$ cat src/rtl/icache_pkg.sv
// Shared types for the instruction cache: word type, frame layout and sizing constants.
package icache_pkg;

    localparam int WORD_W          = 32;
    localparam int WORDADDR_W      = 30;
    localparam int DEFAULT_NFRAMES = 16;

    typedef logic [WORD_W-1:0]     word_t;
    typedef logic [WORDADDR_W-1:0] tagfield_t;

    // Tag field is wide enough for any frame count; unused upper bits stay zero.
    typedef struct packed {
        logic      valid;
        tagfield_t tag;
        word_t     data;
    } icache_frame_t;

    // Drops the byte offset so memory always sees a word-aligned address.
    function automatic word_t wordAlign(input word_t addr);
        return {addr[WORD_W-1:2], 2'b00};
    endfunction

endpackage

$ cat src/rtl/icache_if.sv
// Instruction-side bundle: datapath request/response plus the memory read port.
import icache_pkg::*;

interface icache_if;

    logic  imemREN;
    word_t imemaddr;
    logic  ihit;
    word_t imemload;
    logic  iREN;
    word_t iaddr;
    logic  iwait;
    word_t iload;

    modport slave (
        input  imemREN, imemaddr, iwait, iload,
        output ihit, imemload, iREN, iaddr
    );

    modport master (
        output imemREN, imemaddr, iwait, iload,
        input  ihit, imemload, iREN, iaddr
    );

endinterface

$ cat src/rtl/icache.sv
// Direct-mapped, read-only instruction cache with one word per frame and a two-state fill FSM.
module icache
    import icache_pkg::*;
#(
    parameter int NFRAMES = DEFAULT_NFRAMES
) (
    input  logic     CLK,
    input  logic     RST,
    icache_if.slave  cif
);

    localparam int IDX_W = $clog2(NFRAMES);

    typedef enum logic {IDLE, FILL} state_t;

    state_t          state;
    icache_frame_t   frames [NFRAMES];
    word_t           missAddr;
    logic            iRen;

    logic [IDX_W-1:0] reqIdx;
    logic [IDX_W-1:0] missIdx;
    tagfield_t        reqTag;
    tagfield_t        missTag;
    icache_frame_t    reqFrame;
    logic             hit;

    // Split request and miss addresses into index/tag and look up the addressed frame.
    always_comb begin
        reqIdx   = cif.imemaddr[2 +: IDX_W];
        reqTag   = tagfield_t'(cif.imemaddr[WORD_W-1:2+IDX_W]);
        missIdx  = missAddr[2 +: IDX_W];
        missTag  = tagfield_t'(missAddr[WORD_W-1:2+IDX_W]);
        reqFrame = frames[reqIdx];
        hit      = (state == IDLE) && cif.imemREN && reqFrame.valid
                   && (reqFrame.tag == reqTag);
    end

    assign cif.ihit     = hit;
    assign cif.imemload = hit ? reqFrame.data : '0;
    assign cif.iREN     = iRen;
    assign cif.iaddr    = missAddr;

    // Miss handling: latch the aligned address, hold the read until memory answers, then fill.
    always_ff @(posedge CLK) begin
        if (RST) begin
            state    <= IDLE;
            iRen     <= 1'b0;
            missAddr <= '0;
            for (int i = 0; i < NFRAMES; i++) begin
                frames[i] <= '0;
            end
        end else begin
            case (state)
                IDLE: begin
                    if (cif.imemREN && !hit) begin
                        missAddr <= wordAlign(cif.imemaddr);
                        iRen     <= 1'b1;
                        state    <= FILL;
                    end
                end
                FILL: begin
                    if (!cif.iwait) begin
                        frames[missIdx] <= '{valid: 1'b1, tag: missTag, data: cif.iload};
                        iRen            <= 1'b0;
                        missAddr        <= '0;
                        state           <= IDLE;
                    end
                end
                default: begin
                    state <= IDLE;
                end
            endcase
        end
    end

endmodule

$ cat src/flat_wrapper.sv
// flat-port wrapper written by rule: the top's interface ports become plain ports
module icache_flat import icache_pkg::*;
#(
    parameter int NFRAMES = DEFAULT_NFRAMES
)
  (CLK, RST, cif_imemREN, cif_imemaddr, cif_iwait, cif_iload, cif_ihit, cif_imemload, cif_iREN, cif_iaddr);
  icache_if cif_i ();
  input  logic CLK;
  input  logic RST;
  input wire logic [$bits(cif_i.imemREN)-1:0] cif_imemREN;
  input wire logic [$bits(cif_i.imemaddr)-1:0] cif_imemaddr;
  input wire logic [$bits(cif_i.iwait)-1:0] cif_iwait;
  input wire logic [$bits(cif_i.iload)-1:0] cif_iload;
  output wire logic [$bits(cif_i.ihit)-1:0] cif_ihit;
  output wire logic [$bits(cif_i.imemload)-1:0] cif_imemload;
  output wire logic [$bits(cif_i.iREN)-1:0] cif_iREN;
  output wire logic [$bits(cif_i.iaddr)-1:0] cif_iaddr;
  assign cif_i.imemREN = cif_imemREN;
  assign cif_i.imemaddr = cif_imemaddr;
  assign cif_i.iwait = cif_iwait;
  assign cif_i.iload = cif_iload;
  assign cif_ihit = cif_i.ihit;
  assign cif_imemload = cif_i.imemload;
  assign cif_iREN = cif_i.iREN;
  assign cif_iaddr = cif_i.iaddr;
  icache #(.NFRAMES(NFRAMES)) u_core (.CLK(CLK), .RST(RST), .cif(cif_i));
endmodule
$ cat config.mk
export PLATFORM = sky130hd
export DESIGN_NAME = icache_flat
export DESIGN_NICKNAME = d
export VERILOG_FILES = /design/src/rtl/icache_pkg.sv /design/src/rtl/icache_if.sv /design/src/rtl/icache.sv /design/src/flat_wrapper.sv
export SDC_FILE = /design/constraint.sdc
export NUM_CORES = 1
export LEC_CHECK = 0
export CAP_MARGIN = 20
export CELL_PAD_IN_SITES_DETAIL_PLACEMENT = 1
export CELL_PAD_IN_SITES_GLOBAL_PLACEMENT = 2
export CORE_MARGIN = 2
export CORE_UTILIZATION = 50
export CTS_BUF_LIST = sky130_fd_sc_hd__clkbuf_8 sky130_fd_sc_hd__clkbuf_16
export CTS_CLUSTER_SIZE = 28
export DETAILED_ROUTE_END_ITERATION = 12
export PLACE_DENSITY = 0.91
export SYNTH_ARGS = -nofsm -noshare
export SYNTH_HDL_FRONTEND = slang
export SYNTH_SLANG_ARGS = --single-unit
$ cat constraint.sdc
create_clock -name CLK -period 12.6 [get_ports CLK]
set_clock_uncertainty 0.2 [all_clocks]
set_input_delay 1.26 -clock CLK [delete_from_list [all_inputs] [get_ports CLK]]
set_output_delay 1.26 -clock CLK [all_outputs]
set_load 0.01 [all_outputs]
Word-level counts from Yosys, hierarchy flattened
Memories as Yosys holds them, arrays and structs flattened.
Index checks and enable logic that the tools add are counted.
{ "word_totals": {"reg_bits": 34, "latch_bits": 0, "mem_bits_rw": 944, "rom_bits": 0, "input_bits": 68, "output_inout_bits": 66, "wordCells": 34, "n_memories": 1} }
{ "classes": {"add_sub_neg": 0, "mul": 0, "div_mod_pow": 0, "n_lt_le_gt_ge": 0, "n_eq_ne": 3, "shifts": 0, "muxes": 19, "bitwise_logic": 1, "n_reduce_logical": 7} }
{ "memory_table": {"columns": ["name", "words", "word_bits", "rd", "rd_ports_with_merged_regs", "write_ports", "line", "rtl"], "rows": [
  ["u_core.frames", 16, 59, 1, 0, 16, "icache.sv:17", "icache_frame_t frames [NFRAMES];"]
]} }
{ "ops": {"columns": ["op", "n"], "rows": [
  ["2-to-1 mux 32 bit", 3],
  ["case mux 32 bit (2 select lines)", 1],
  ["2-to-1 mux 59 bit", 1],
  ["OR reduction 59 bit", 1],
  ["equality test 30 x 26 -> 1 bit", 1],
  ["2-to-1 mux 1 bit", 11],
  ["logical AND 1 bit", 4],
  ["2-to-1 mux 4 bit", 1],
  ["inequality test 2 bit, second input constant", 2],
  ["case mux 1 bit (2 select lines)", 2],
  ["AND reduction 2 bit", 1],
  ["logical NOT 1 bit", 1],
  ["inverter 1 bit", 1]
]} }

Depth between registers and ports, before layout
{ "logic_depth": {"word_depth": 8, "mapped_depth": 14, "ltp_nobuf": 8} }

Worst setup path after synthesis
No wires, ideal clock.
{ "synth_timing": {"path_kind": "input port to flip-flop", "from": "in cif_iwait", "to": "mem u_core.frames[3][0] (netlist name), enable pin", "setup_time_ns": 0.554, "t_arrival_ns": 6.064, "required_time_ns": 11.846, "setup_slack_ns": 5.782, "stages": 4, "n_path_buf": 1, "path_cell_list": "nand2b_1 or4_1 clkbuf_1 o21ai_0"} }
{ "synth_lines": {"columns": ["element", "line", "rtl"], "rows": [
  ["start: declaration", "flat_wrapper.sv:12", "input wire logic [$bits(cif_i.iwait)-1:0] cif_iwait;"],
  ["end: declaration", "icache.sv:17", null]
]} }

Worst setup path after layout
{ "layout_timing": {"from": "in cif_imemaddr[5]", "to": "out cif_imemload[9]"} }
{ "layout_between": {"elab_chain_cells": 4, "word_cells_on_any_way": 5, "classes_between": "1 x eq/ne; 1 x mux; 2 x reduce/logical; 1 x memory"} }
{ "layout_lines": {"columns": ["element", "line", "rtl"], "rows": [
  ["start: declaration", "flat_wrapper.sv:11", "input wire logic [$bits(cif_i.imemaddr)-1:0] cif_imemaddr;"],
  ["memory (16 x 59 bit) (*)", null, null],
  ["equality test 30 x 26 -> 1 bit or logical AND 1 bit (tied branches)", "icache.sv:36, icache.sv:35", null],
  ["logical AND 1 bit", "icache.sv:36", "&& (reqFrame.tag == reqTag);"],
  ["2-to-1 mux 32 bit (*)", "icache.sv:40", "assign cif.imemload = hit ? reqFrame.data : '0;"],
  ["end: declaration", "flat_wrapper.sv:15", "output wire logic [$bits(cif_i.imemload)-1:0] cif_imemload;"]
]} }
Mark *: on every way between the ends. The rest lies on a longest branch, timed or not.

==> impl_metrics.yaml <==
outcome:
  outcome: "completed"
timing:
  relSlewSlack_pct: 27.1
  min_period_ps: 7950
  rsz0062_at_grt: "no"
  fin_crit_sh_pct: 63.1
  slew_violations: 0
  fmax_mhz: 126
  worst_pin_slew_ps: 1090
  hold_slack_ps: 256
  tns_ps: 0
  hold_viol_final: 0
  finalSetupViolations: 0
placed_design:
  dp_hpwl_um: 69300
  place_congestion: 0.754
  io_buffers: 129
  dpl-instance-area_um2: 46600
worst_setup_path:
  crit_required_ps: 11140
  r2r_start: "u_core.state"
  cp-startpoint: "cif_imemaddr[5]"
  cp_max_fo: 34
  cp.arrival_ps: 6490
  crit_path_end_kind: "output port"
  worstSetupPathType: "input port to output port"
  startpoint_type: "input port"
floorplanning:
  die_w_um: 301
  core_area_um2: 87200
  dieArea_um2: 90600
  ioPinCount: 134
  initial_core_util_pct: 50.6
  num_rows: 108
  die_y_um: 301
global_routing:
  grt_remaining_overflow: 0
  grt_max_degree: 130
  grt_pass1_vias: 27533
  antenna_found_initial: 9
  grt_pass1_wl_um: 189000
  grtUsageTotal_pct: 29.1
synth:
  synth_cell_type_count: 51
  syn_inst: 2795
  synth_seq_cells: 976
  ys_warn_count: 0
  ys_seq_area_share_pct: 65.4
  synth.avg_cell_area_um2: 15.8
  syn_area_um2: 44100
cts:
  cts_hold_buffers: 0
  clockBufferDepth: 3
  cts_root_buf: "clkbuf_16"
  cts_made_buffers: 103
  cts_tree: "done"
  insertion_delay_ps: 670
  cts.sinks: 976
  htreeDepth: 3
  clkSlewWorstSetupHoldPaths_ps: 60
  cts_resized: 0
  post_cts_buffers: 0
routing:
  initialDrtViolationCount: 2999
  vias: 25365
  firstDrtPassIters: 5
  wl_per_cell_um: 31.9
  drc: 0
  finalWirelength_um: 130000
  antenna_left: 0
  viasPerCell: 6.20
power:
  powerDensity_nw_per_um2: 143
  leakagePower_nw: 18.2
  power_mw: 7.12
  peakVddDrop_mv: 0.117
final_layout:
  nets: 2912
  drive_gt1_share_pct: 17.1
  area_delta_synth_final_pct: 12.9
  stdcell_area_um2: 49800
  final_core_util_pct: 57.1
min_path:
  min_from: "u_core.frames[11][58]"
  hold_class: "register to register"
flow_run:
  maxCapViolations: 0
==> state kept, by name, indices dropped and copies added (netlist names) <==
name	cells
u_core.frames	944
u_core.cif.iaddr	30
u_core.cif.iREN	1
u_core.state	1
==> worst max-delay path, stage by stage <==
cell	delay, ps
buf_4	440
buf_4	640
buf_4	600
mux4_2	390
mux2i_1	170
mux2i_1	120
xnor2_1	170
nand4_1	260
nor4_2	730
nand3_2	530
buf_12	340
nor2b_1	170
clkdlybuf4s50_1	560
==> per-layer routing <==
metal / up-vias / track usage [%] / part of all wire [%]
li1: 10331 / - / -
met1: 13542 / 38.6 / 38
met2: 1233 / 49.4 / 50
met3: 255 / 4.27 / 8.1
met4: 4 / 10.1 / 3.3
met5: - / 0 / 0.020
==> path summary, 6_finish.rpt <==
check,to,slack (ps),cells past startpoint
setup / recovery,cif_imemload[9],4650,13
hold / removal,u_core.frames[11][58],260,1
setup reg to reg,u_core.frames[8][25],8180,7
hold reg to reg,u_core.frames[11][58],260,1
==> Yosys cell counts (all sizes together) <==
library cell	number	area (µm²)
a211o	1	8.76
a211oi	1	7.51
a21o	16	120
a21oi	5	25.0
a221oi	3	26.3
a22o	1	8.76
a22oi	18	135
a31o	2	17.5
a31oi	1	21.3
a32o	1	10.0
a41oi	1	8.76
and2	932	5830
and3	3	18.8
and3b	3	26.3
buf	58	354
clkbuf	190	713
clkinv	2	7.51
conb	1	3.75
dfxtp	48	961
edfxtp	928	27900
inv	2	7.51
mux2i	85	851
mux4	256	5770
nand2	75	282
nand2b	14	87.6
nand3	11	60.1
nand3b	2	15.0
nand4	6	37.5
nor2	22	82.6
nor2b	38	238
nor3	7	40.0
nor3b	4	30.0
nor4	3	40.0
o2111ai	1	8.76
o211ai	1	7.51
o21a	1	7.51
o21ai	13	65.1
o22ai	4	25.0
or2	6	37.5
or3	2	12.5
or4	2	15.0
xnor2	15	131
xor2	10	87.6
==> stage by stage <==
stage / instances / worst slack [ps]
6_report: 4088 / 4650
5_1_grt: 4087 / 4440
2_1_floorplan: 2796 / 5780
3_5_place_dp: 3893 / 4160
3_3_place_gp: 3890 / 4350
4_1_cts: 4083 / 4130
==> layout make-up <==
type	count	area [µm²]
clock inverters	77	467
fillers	7856	37300
clock buffers	113	2750
diodes	4	10.0
flip-flops and latches	976	28800
multi-input cells	1568	14500
well taps	1155	1450
inverters	4	15.0
repair buffers	191	1840
==> cell families (layout without fill, tap and decap cells) <==
logic type             Yosys count  after routing  share of synthesized area (%)
other                            1              6                        0.00850
buffers and inverters          252            385                           2.45
AO/OA/AOI/OAI                   70             70                           1.14
flip-flops                     976            976                           65.4
XOR/XNOR                        25             25                          0.496
AND/OR/NAND/NOR               1130           1130                           15.5
multiplexers                   341            341                           15.0
==> report_power, final <==
group	switching, mW	leakage [nW]	internal [mW]	total [mW]
combinational	0.293	6.49	0.196	0.490
sequential	0.0611	9.96	3.66	3.72
clock	1.25	1.71	1.66	2.91
==> cells in the final DEF (no fill, tap or decap), types with 12 or more instances in the layout <==
cell | Yosys | routed
a21o_1 | 16 | 16
a22oi_1 | 18 | 18
and2_1 | 932 | 932
buf_4 | 10 | 58
clkbuf_16 | 0 | 106
clkdlybuf4s50_1 | 0 | 125
clkinv_1 | 2 | 21
clkinv_2 | 0 | 16
dfxtp_1 | 48 | 48
edfxtp_1 | 928 | 928
inv_1 | 2 | 34
mux2i_1 | 85 | 85
mux4_2 | 256 | 256
nand2_1 | 75 | 75
nand2b_1 | 14 | 14
nor2_4 | 0 | 12
nor2b_1 | 38 | 38
o21ai_4 | 0 | 12
xnor2_1 | 15 | 15
(Power assumes the default switching activity.)
